**src/rtl/jtag_data_register_if.sv**
```systemverilog
// DR-path signal bundle between the TAP controller (master) and one test data register (slave).
// count is exposed read-only so the shift-length state can be observed by checkers.
interface jtag_data_register_if #(
  parameter int WIDTH = 32
);
  localparam int CW = $clog2(WIDTH + 2);

  logic             testLogicReset;
  logic             select;
  logic             captureDR;
  logic             shiftDR;
  logic             updateDR;
  logic             tdi;
  logic [WIDTH-1:0] captureData;
  logic             tdo;
  logic [WIDTH-1:0] updateData;
  logic             updateStrobe;
  logic             lengthError;
  logic [CW-1:0]    count;

  modport master (
    output testLogicReset, select, captureDR, shiftDR, updateDR, tdi, captureData,
    input  tdo, updateData, updateStrobe, lengthError, count
  );

  modport slave (
    input  testLogicReset, select, captureDR, shiftDR, updateDR, tdi, captureData,
    output tdo, updateData, updateStrobe, lengthError, count
  );
endinterface

```
**src/rtl/jtag_data_register.sv**
```systemverilog
// 1149.1 test data register: capture/shift/update stages with a shift-length check
// that refuses the update latch when the scan since the last capture was not exactly WIDTH bits.
module jtag_data_register #(
  parameter int               WIDTH         = 32,
  parameter logic [WIDTH-1:0] RESET_VALUE   = '0,
  parameter bit               STRICT_LENGTH = 1'b1
) (
  input logic                tck,
  input logic                trst_n,
  jtag_data_register_if.slave dr
);
  localparam int CW = $clog2(WIDTH + 2);

  logic [WIDTH-1:0] shift_reg;
  logic [WIDTH-1:0] shift_next;
  logic [WIDTH-1:0] update_q;
  logic [CW-1:0]    count_q;
  logic [CW-1:0]    count_inc;
  logic             strobe_q;
  logic             len_err_q;
  logic             commit;

  generate
    if (WIDTH == 1) begin : g_one
      assign shift_next = dr.tdi;
    end else begin : g_wide
      assign shift_next = {dr.tdi, shift_reg[WIDTH-1:1]};
    end
  endgenerate

  // Saturate at WIDTH+1 so an overlong scan can never wrap back to WIDTH.
  assign count_inc = (count_q == CW'(WIDTH + 1)) ? count_q : count_q + 1'b1;
  assign commit    = !STRICT_LENGTH || (count_q == CW'(WIDTH));

  always_ff @(posedge tck or negedge trst_n) begin
    if (!trst_n) begin
      shift_reg <= RESET_VALUE;
      update_q  <= RESET_VALUE;
      count_q   <= '0;
      strobe_q  <= 1'b0;
      len_err_q <= 1'b0;
    end else begin
      strobe_q <= 1'b0;
      if (dr.testLogicReset) begin
        shift_reg <= RESET_VALUE;
        update_q  <= RESET_VALUE;
        count_q   <= '0;
        len_err_q <= 1'b0;
      end else if (dr.select && dr.captureDR) begin
        shift_reg <= dr.captureData;
        count_q   <= '0;
        len_err_q <= 1'b0;
      end else if (dr.select && dr.shiftDR) begin
        shift_reg <= shift_next;
        count_q   <= count_inc;
      end else if (dr.select && dr.updateDR) begin
        count_q <= '0;
        if (commit) begin
          update_q  <= shift_reg;
          strobe_q  <= 1'b1;
          len_err_q <= 1'b0;
        end else begin
          len_err_q <= 1'b1;
        end
      end
    end
  end

  assign dr.tdo          = shift_reg[0];
  assign dr.updateData   = update_q;
  assign dr.updateStrobe = strobe_q;
  assign dr.lengthError  = len_err_q;
  assign dr.count        = count_q;
endmodule

```
**src/flat_wrapper.sv**
```systemverilog
// flat-port wrapper written by rule: the top's interface ports become plain ports
module jtag_data_register_flat 
#(
  parameter int               WIDTH         = 32,
  parameter logic [WIDTH-1:0] RESET_VALUE   = '0,
  parameter bit               STRICT_LENGTH = 1'b1
)
  (tck, trst_n, dr_testLogicReset, dr_select, dr_captureDR, dr_shiftDR, dr_updateDR, dr_tdi, dr_captureData, dr_tdo, dr_updateData, dr_updateStrobe, dr_lengthError, dr_count);
  jtag_data_register_if #(.WIDTH(WIDTH)) dr_i ();
  input logic tck;
  input logic trst_n;
  input wire logic [$bits(dr_i.testLogicReset)-1:0] dr_testLogicReset;
  input wire logic [$bits(dr_i.select)-1:0] dr_select;
  input wire logic [$bits(dr_i.captureDR)-1:0] dr_captureDR;
  input wire logic [$bits(dr_i.shiftDR)-1:0] dr_shiftDR;
  input wire logic [$bits(dr_i.updateDR)-1:0] dr_updateDR;
  input wire logic [$bits(dr_i.tdi)-1:0] dr_tdi;
  input wire logic [$bits(dr_i.captureData)-1:0] dr_captureData;
  output wire logic [$bits(dr_i.tdo)-1:0] dr_tdo;
  output wire logic [$bits(dr_i.updateData)-1:0] dr_updateData;
  output wire logic [$bits(dr_i.updateStrobe)-1:0] dr_updateStrobe;
  output wire logic [$bits(dr_i.lengthError)-1:0] dr_lengthError;
  output wire logic [$bits(dr_i.count)-1:0] dr_count;
  assign dr_i.testLogicReset = dr_testLogicReset;
  assign dr_i.select = dr_select;
  assign dr_i.captureDR = dr_captureDR;
  assign dr_i.shiftDR = dr_shiftDR;
  assign dr_i.updateDR = dr_updateDR;
  assign dr_i.tdi = dr_tdi;
  assign dr_i.captureData = dr_captureData;
  assign dr_tdo = dr_i.tdo;
  assign dr_updateData = dr_i.updateData;
  assign dr_updateStrobe = dr_i.updateStrobe;
  assign dr_lengthError = dr_i.lengthError;
  assign dr_count = dr_i.count;
  jtag_data_register #(.WIDTH(WIDTH), .RESET_VALUE(RESET_VALUE), .STRICT_LENGTH(STRICT_LENGTH)) u_core (.tck(tck), .trst_n(trst_n), .dr(dr_i));
endmodule
```
**config.mk**
```make
export PLATFORM = sky130hd
export DESIGN_NAME = jtag_data_register_flat
export DESIGN_NICKNAME = d
export VERILOG_FILES = /design/src/rtl/jtag_data_register_if.sv /design/src/rtl/jtag_data_register.sv /design/src/flat_wrapper.sv
export SDC_FILE = /design/constraint.sdc
export NUM_CORES = 1
export LEC_CHECK = 0
export CAP_MARGIN = 20
export CORE_MARGIN = 5
export CORE_UTILIZATION = 49
export CTS_CLUSTER_SIZE = 40
export DETAILED_ROUTE_END_ITERATION = 10
export GPL_TIMING_DRIVEN = 1
export MAX_ROUTING_LAYER = met4
export PLACE_DENSITY = 0.79
export SLEW_MARGIN = 20
export SYNTH_ARGS = -nofsm -noshare
export SYNTH_HDL_FRONTEND = slang
export SYNTH_SLANG_ARGS = --single-unit
```
**constraint.sdc**
```tcl
create_clock -name tck -period 2.02 [get_ports tck]
set_input_delay 0.303 -clock tck [delete_from_list [all_inputs] [get_ports tck]]
set_output_delay 0.303 -clock tck [all_outputs]
set_load 0.05 [all_outputs]
```
==> results.cfg, run 1 <==
[power]
netSwitchingFraction_pct = 23.3
combPwrFrac_pct = 9.9
ir_worst_vdd_v = 0.000501
p_switching_w = 0.000768
internal-power_w = 0.00253
power_frac_clock_pct = 43.8
leakagePower_nw = 1.93
powerDensity_mw_per_mm2 = 736
p_seq_share_pct = 46.3

[floorplan]
die_area_sq_mm = 0.00821
die_height_um = 90.6
rows = 29
start_util_pct = 50.2
ios = 81
fp.coreArea_sq_mm = 0.00635
die_w_um = 90.6

[critical_path]
cp.arrival_ns = 1.66
r2r_cells = 5
crit_path_end_kind = output pin
critical_path.max_stage_delay_ns = 0.85
crit_buf_inv = 1
crit_required_ns = 1.72
critPathKind = flop to output pin
path_max_fanout = 6
crit_chain = clkdlybuf4s50_1
cp_top_family = buffers and inverters
critPathSlowestCell = clkdlybuf4s50_1
start_kind = flop
path_depth = 1

[finish]
final_layout_size_suffix_gt1_share_pct = 11.9
n_antenna_cell = 0
utilization_pct = 70.5
synthToLayoutAreaGrowth_pct = 40.5
final_nets = 434

[route]
wl_per_cell_um = 18.0
viasPerCell = 5.86
vias = 2772
drc = 0
wirelength_um = 8500
antenna_left = 0
drt_iter0_markers = 182
dr.pass1.iters = 4

[logic_synthesis]
ys_top_cells_by_area = dfrtp_1 (57%), a22o_1 (8.8%), a311oi_1 (8.8%)
syn_area_sq_mm = 0.00319
synth_common_cells = dfrtp_1 (72), nand2_1 (36), nor2_1 (36), nand3_1 (33)
synth_top_area_share_pct = 56.6
synth_nets = 345
ys_types = 33
yosysMostFrequentCell = dfrtp_1
yosysTopAreaCell = dfrtp_1
ys_seq_area_share_pct = 56.6
avgSynthCellArea_sq_um = 10.5
yosys_warnings = 0
synthFlopType = dfrtp_1
async_flop_share_pct = 100
synth_seq_cells = 72
synth_edf_count = 0
synth_cells = 302

[grt]
grt_overflow = 0
grt_pass1_vias = 2858
grt_util_all_layers_pct = 22.1
antenna_found_initial = 0
grt_max_degree = 45
grt_pass1_wl_um = 14400

[sta]
relSlewSlack_pct = 63.5
rsz0062_at_grt = no
period_minus_slack_ns = 1.96
fin_crit_sh_pct = 97.0
setup_violations = 0
hold_viol = 0
max_freq_mhz = 510
tightest_slew_ns = 0.547
finClkSkew_ns = 0.00494
maxSlewViolCount = 0
setup-tns-final_ns = 0

[status]
status = finished, final reports clean

[clock_tree]
clock_latency_ns = 0.34
clock_sinks = 72
postCtsSetupRepairBufs = 0
cts.clk_slew.worst_paths_ns = 0.07
clockBufferDepth = 2
cts_tree = built
htreeDepth = 3
cts_made_buffers = 9
cts_root_buf = clkbuf_8

[placement]
routabilityCongestion = 0.810
hpwlAfterDp_um = 5890
portBuffers = 80

[hold_path]
min_path_cells = 2
min_path_type = input port to flop

[flow_run]
drv_cap = 0
-- area by class of cell --
class | count | area, sq um
fillers | 460 | 1880
flip-flops and latches | 72 | 1800
multi-input cells | 200 | 1280
repair buffers | 106 | 1030
clock buffers | 12 | 155
clock inverters | 4 | 98.8
well taps | 77 | 96.3
inverters | 2 | 7.51
-- worst reg2reg max path: stages (launching register included) --
cell	delay, ns
dfrtp_1	0.45
or4b_1	0.59
o21ai_1	0.20
buf_4	0.14
mux2i_1	0.17
nor2_1	0.05
-- cell families after synthesis --
logic type               synth area share (%)
buffers and inverters                    4.08
AND/OR/NAND/NOR                          16.9
flip-flops                               56.6
AO/OA/AOI/OAI                            20.1
multiplexers                            0.314
XOR/XNOR                                0.825
adder cells (fa/ha/maj)                  1.18
-- per-stage QoR --
stage	area [sq um]	instances	setup slack (ns)	hold slack [ns]	power [W]
3_5_place_dp	4210	456	0.0906	0.328	0.00188
5_1_grt	4470	473	0.00103	0.387	0.00342
6_report	4470	473	0.0610	0.372	0.00329
2_1_floorplan	3190	302	0.206	0.00741	0.00168
4_1_cts	4470	473	0.0331	0.360	0.00331
3_3_place_gp	4210	456	0.166	0.332	0.00187
-- metal layers --
layer	global-route usage [%]	share of wire [%]
met3	6.75	7.0
met1	29.3	42
met2	33.0	49
met5	-	0
met4	6.33	1.2
-- what timing repair did --
item / in CTS / in global routing
hold endpoints to repair: 41 / 0
hold buffers: 1 / 0
endpoints found under the setup margin: 0 / 2
gates resized for setup: 0 / 2
-- cells in the final DEF, fill, tap and decap left out, types with 2 or more instances in the layout --
master            n
nand3_1          33
nor3_1            2
xor2_1            3
o21ai_0           3
a311oi_1         32
o2111ai_1         2
clkdlybuf4s50_1  76
nand2_1          35
nor2_1           36
ha_1              3
clkbuf_8         11
dlymetal6s2s_1    2
inv_1             2
buf_4            23
dfrtp_1          72
a21oi_1           2
buf_12            3
bufinv_16         3
a22o_1           32
-- power groups by stage --
stage	Clock, W	Combinational [W]	Sequential (W)
6_report	0.00144	0.000325	0.00153
4_1_cts	0.00146	0.000327	0.00152
3_5_place_dp	0	0.000325	0.00155
2_1_floorplan	0	0.000135	0.00155
5_1_grt	0.00153	0.000359	0.00153
3_3_place_gp	0	0.000317	0.00155
-- path summary, 6_finish.rpt --
path	to	start	slack (ns)
min	u_core.dr.count[1]	dr_testLogicReset	0.37
max reg2reg	u_core.dr.count[1]	u_core.dr.count[3]	0.29
min reg2reg	u_core.dr.updateData[29]	u_core.dr.updateData[29]	0.51
max	dr_count[3]	u_core.dr.count[3]	0.06
max in group asynchronous	u_core.dr.updateData[21]	trst_n	0.95
min in group asynchronous	u_core.shift_reg[26]	trst_n	0.49
(Power assumes the default switching activity.)
==> run 2, diff against run 1 <==
--- a/config.mk
+++ b/config.mk
@@ -6,7 +6,6 @@
 export NUM_CORES = 1
 export LEC_CHECK = 0
 export CAP_MARGIN = 20
-export CORE_MARGIN = 5
 export CORE_UTILIZATION = 49
 export CTS_CLUSTER_SIZE = 40
 export DETAILED_ROUTE_END_ITERATION = 10
==> run 2 against run 1 <==
Compared with the run above: clock skew up 0.00078 ns; critical path depth unchanged; worst hold slack better by 0.050 ns; flip-flop and latch count unchanged; maximum frequency about the same; combinational power about the same; routed wire length down 9.6%; power down 15%; sequential share of layout area up 1.1 points; largest cell class unchanged; largest power group unchanged; highest routed layer unchanged.
==> results.cfg, run 2 (synthesis results as in run 1) <==
[sta]
setup-tns-final_ns = 0
tightest_slew_ns = 0.513
setup_violations = 0
period_minus_slack_ns = 1.96
hold_viol = 0
fin_crit_sh_pct = 97.0
rsz0062_at_grt = yes
maxSlewViolCount = 0
relSlewSlack_pct = 65.7
finClkSkew_ns = 0.00572
max_freq_mhz = 511

[grt]
grt_overflow = 0
grt_max_degree = 65
grt_util_all_layers_pct = 25.6
antenna_found_initial = 0
grt_pass1_wl_um = 12600
grt_pass1_vias = 2654

[floorplan]
start_util_pct = 50.5
die_height_um = 82.6
ios = 81
die_w_um = 82.6
fp.coreArea_sq_mm = 0.00631
rows = 29
die_area_sq_mm = 0.00683

[route]
dr.pass1.iters = 4
drt_iter0_markers = 185
wl_per_cell_um = 16.4
wirelength_um = 7690
antenna_left = 0
viasPerCell = 5.93
drc = 0
vias = 2773

[clock_tree]
cts_made_buffers = 9
cts_resized = 0
cts_tree = built
clock_sinks = 72
htreeDepth = 3
clockBufferDepth = 2
cts.clk_slew.worst_paths_ns = 0.07
clock_latency_ns = 0.34
cts_root_buf = clkbuf_8

[critical_path]
crit_buf_inv = 1
cp.arrival_ns = 1.66
cp_top_family = buffers and inverters
reg2reg_slack_ns = 0.09
crit_required_ns = 1.72
critPathSlowestCell = clkdlybuf4s50_1
reg2reg_from = u_core.dr.count[3]
start_kind = flop
path_max_fanout = 7
path_depth = 1
critical_path.max_stage_delay_ns = 0.85
r2r_cells = 5
critPathKind = flop to output pin
crit_chain = clkdlybuf4s50_1
reg2reg_to = u_core.dr.updateData[30]
crit_path_end_kind = output pin

[finish]
final_cells = 468
synthToLayoutAreaGrowth_pct = 36.8
mostFrequentLayoutCells = clkdlybuf4s50_1 (78), dfrtp_1 (72), nor2_1 (36)
final_common_cell = clkdlybuf4s50_1
final_layout_size_suffix_gt1_share_pct = 11.0
n_antenna_cell = 0
fillers = 502
final_nets = 430
final_cell_area_sq_mm = 0.00436

[hold_path]
holdPathEnd = u_core.dr.count[1]
min_path_type = input port to flop
worstHoldStart = dr_testLogicReset
min_path_cells = 2

[status]
status = finished, final reports clean

[placement]
portBuffers = 80
placed_cells = 452
place_area_sq_mm = 0.00419
hpwlAfterDp_um = 5290
routabilityCongestion = 0.790

[power]
ir_worst_vdd_v = 0.000479
powerDensity_mw_per_mm2 = 642
leakagePower_nw = 1.84

[flow_run]
drv_cap = 0
## run 2: cell count changes in the layout (fill, tap and decap cells not counted)
cell	delta
buf_4	-5
clkinv_2	+4
bufinv_16	-3
clkbuf_8	-2
clkdlybuf4s50_1	+2
dlymetal6s2s_1	-2
buf_12	+1
clkbuf_1	-1
clkinvlp_4	+1
## run 2: metrics by stage
stage / power (W) / util, % / setup slack, ns / hold slack, ns
after floorplan: 0.00168 / - / 0.206 / 0.00741
after global placement: 0.00187 / 66.3 / 0.108 / 0.277
after detailed placement: 0.00187 / 66.3 / 0.0389 / 0.277
after CTS: 0.00283 / 69.0 / 0.0453 / 0.400
after global routing: 0.00294 / 69.0 / -0.0192 / 0.448
final: 0.00280 / 69.0 / 0.0616 / 0.422
## run 2: power by group
group	total, W	leakage (nW)	switching [W]	internal (W)
clock network	0.000951	0.0850	0.000518	0.000434
registers	0.00152	0.984	0.0000383	0.00149
logic	0.000323	0.771	0.000175	0.000148
total	0.00280	1.84	0.000732	0.00207
## run 2: final cells by class
type	instances	area [sq um]	share of cell area, %
tap	77	96.3	2.21
timing repair buffer	102	1010	23.2
clock buffer	9	124	2.84
clock inverter	6	36.3	0.833
multi-input combinational	200	1280	29.4
sequential	72	1800	41.3
inverter	2	7.51	0.172
## run 2: worst reg2reg max path, stage by stage (launching register included)
cell and delay (ns):
dfrtp_1 0.46, nor4b_2 0.53, nand3_1 0.24, nor3_4 0.23, buf_4 0.25, a22o_1 0.16
## run 2: how the worst max path moves through the flow
stage	slack, ns	endpoint	start
floorplan	0.21	u_core.dr.count[2]	u_core.dr.count[3]
global placement	0.11	u_core.dr.updateData[10]	dr_shiftDR
detailed placement	0.04	u_core.dr.updateData[30]	dr_shiftDR
CTS	0.05	dr_count[0]	u_core.dr.count[0]
global route	-0.02	u_core.dr.updateData[0]	u_core.dr.count[3]
finish	0.06	dr_count[0]	u_core.dr.count[0]
## run 2: what timing repair did
action / 4_1_cts / 5_1_grt
hold buffers: 1 / 0
endpoints found under the hold margin: 33 / 0
endpoints found under the setup margin: 0 / 10
buffers inserted: 0 / 0
## run 2: per-layer routing
layer	vias up	global-route usage, %	routed length [um]
li1	1292	-	-
met1	1363	33.8	3400
met2	106	38.6	3720
met3	12	5.49	470
met4	0	10.2	97
met5	-	-	0
==> run 3, diff against run 2 <==
--- a/config.mk
+++ b/config.mk
@@ -12,6 +12,7 @@
 export GPL_TIMING_DRIVEN = 1
 export MAX_ROUTING_LAYER = met4
 export PLACE_DENSITY = 0.79
+export REMOVE_ABC_BUFFERS = 1
 export SLEW_MARGIN = 20
 export SYNTH_ARGS = -nofsm -noshare
 export SYNTH_HDL_FRONTEND = slang
==> run 3 against run 2 <==
Compared with the run above: clock skew up 0.0017 ns; critical path depth stayed put; combinational power decreased by 2%; sequential power is essentially flat; critical path type unchanged.
==> results.cfg, run 3 (synthesis results as in run 1) <==
[route]
wirelength_um = 7880
drc = 0
dr.pass1.iters = 4
antenna_left = 0
wl_per_cell_um = 16.8
drt_iter0_markers = 88
vias = 2722
viasPerCell = 5.82

[grt]
grt_busiest_layer = met2
grt_pass1_wl_um = 12800
grt_overflow = 0
use_met1_pct = 34.3
use_met3_pct = 4.29
grt_max_degree = 39
grt_pass1_vias = 2695
grtUsageMet2_pct = 40.2
antenna_found_initial = 0
grt_util_all_layers_pct = 26.0

[status]
status = finished, final reports clean

[power]
power_frac_clock_pct = 34.9
netSwitchingFraction_pct = 25.7
powerDensity_mw_per_mm2 = 651
p_switching_w = 0.000726
ir_worst_vdd_v = 0.000376
internal-power_w = 0.00210
combPwrFrac_pct = 11.2
leakagePower_nw = 1.83
p_seq_share_pct = 53.9

[sta]
maxSlewViolCount = 0
period_minus_slack_ns = 1.97
hold_ws_ns = 0.294
fin_crit_sh_pct = 97.6
hold_viol = 0
setup_violations = 0
tightest_slew_ns = 0.547
finClkSkew_ns = 0.00738
relSlewSlack_pct = 63.4
rsz0062_at_grt = no
max_freq_mhz = 507

[critical_path]
path_max_fanout = 7
crit_required_ns = 1.72
crit_chain = clkdlybuf4s50_1
crit_buf_inv = 1
critPathKind = flop to output pin
critical_path.max_stage_delay_ns = 0.86
start_kind = flop
cp.arrival_ns = 1.67
critPathSlowestCell = clkdlybuf4s50_1
crit_path_end_kind = output pin
cp_top_family = buffers and inverters

[floorplan]
die_height_um = 82.6
rows = 29
ios = 81
start_util_pct = 50.5
die_area_sq_mm = 0.00683
die_w_um = 82.6
fp.coreArea_sq_mm = 0.00631

[finish]
n_antenna_cell = 0
mostFrequentLayoutCells = clkdlybuf4s50_1 (78), dfrtp_1 (72), nor2_1 (36)
final_nets = 430
final_cell_area_sq_mm = 0.00434
final_layout_size_suffix_gt1_share_pct = 10.5
final_common_cell = clkdlybuf4s50_1
synthToLayoutAreaGrowth_pct = 36.1

[clock_tree]
cts_tree = built
htreeDepth = 3
clock_latency_ns = 0.34
cts_root_buf = clkbuf_8
clockBufferDepth = 2
clock_sinks = 72
cts.clk_slew.worst_paths_ns = 0.07
cts_made_buffers = 9

[flow_run]
drv_cap = 0

[placement]
hpwlAfterDp_um = 5320
portBuffers = 80
routabilityCongestion = 0.831
place_area_sq_mm = 0.00416

[hold_path]
min_path_type = input port to flop
-- run 3: worst paths after layout --
| kind | start | to | slack [ns] | cells past startpoint |
|---|---|---|---|---|
| hold reg to reg | u_core.dr.updateData[18] | u_core.dr.updateData[18] | 0.50 | 1 |
| min in group asynchronous | trst_n | u_core.shift_reg[4] | 0.47 | 2 |
| hold / removal | dr_testLogicReset | u_core.dr.count[1] | 0.29 | 2 |
| setup / recovery | u_core.dr.count[0] | dr_count[0] | 0.05 | 1 |
| setup reg to reg | u_core.dr.count[3] | u_core.dr.count[1] | 0.31 | 4 |
| max in group asynchronous | trst_n | u_core.dr.updateData[23] | 0.98 | 3 |
-- run 3: cell type report --
type | instances | area (sq um)
multi-input combinational | 200 | 1280
tap | 77 | 96.3
clock buffer | 12 | 145
fill | 489 | 1980
timing repair buffer | 102 | 986
clock inverter | 3 | 18.8
sequential | 72 | 1800
inverter | 2 | 7.51
-- run 3: per-stage QoR --
step / utilization (%) / power [W] / instances / setup WS (ns) / TNS [ns]
2_1_floorplan: - / 0.00165 / 274 / -1.14 / -36.61
3_3_place_gp: 65.9 / 0.00186 / 452 / 0.0735 / 0
3_5_place_dp: 65.9 / 0.00187 / 452 / 0.0114 / 0
4_1_cts: 68.7 / 0.00284 / 468 / 0.0497 / 0
5_1_grt: 68.7 / 0.00293 / 468 / 0.00784 / 0
6_report: 68.7 / 0.00282 / 468 / 0.0495 / 0
-- run 3: power groups by stage --
stage / Combinational (W) / Clock [W] / Sequential, W
after floorplan: 0.000101 / 0 / 0.00155
after global routing: 0.000351 / 0.00106 / 0.00153
after CTS: 0.000320 / 0.000993 / 0.00152
after global placement: 0.000311 / 0 / 0.00155
final: 0.000316 / 0.000985 / 0.00152
after detailed placement: 0.000317 / 0 / 0.00155
-- run 3: repair_timing --
action,CTS,global route
resized for setup,0,0
setup buffers,0,0
hold buffers,1,0
hold endpoints to repair,37,0
setup endpoints to repair,0,0
-- run 3: per-layer routing --
layer / vias to the layer above / part of all wire, %
met5: - / 0
met4: 0 / 1.6
met3: 14 / 5.5
met2: 86 / 47
met1: 1326 / 46
li1: 1296 / -
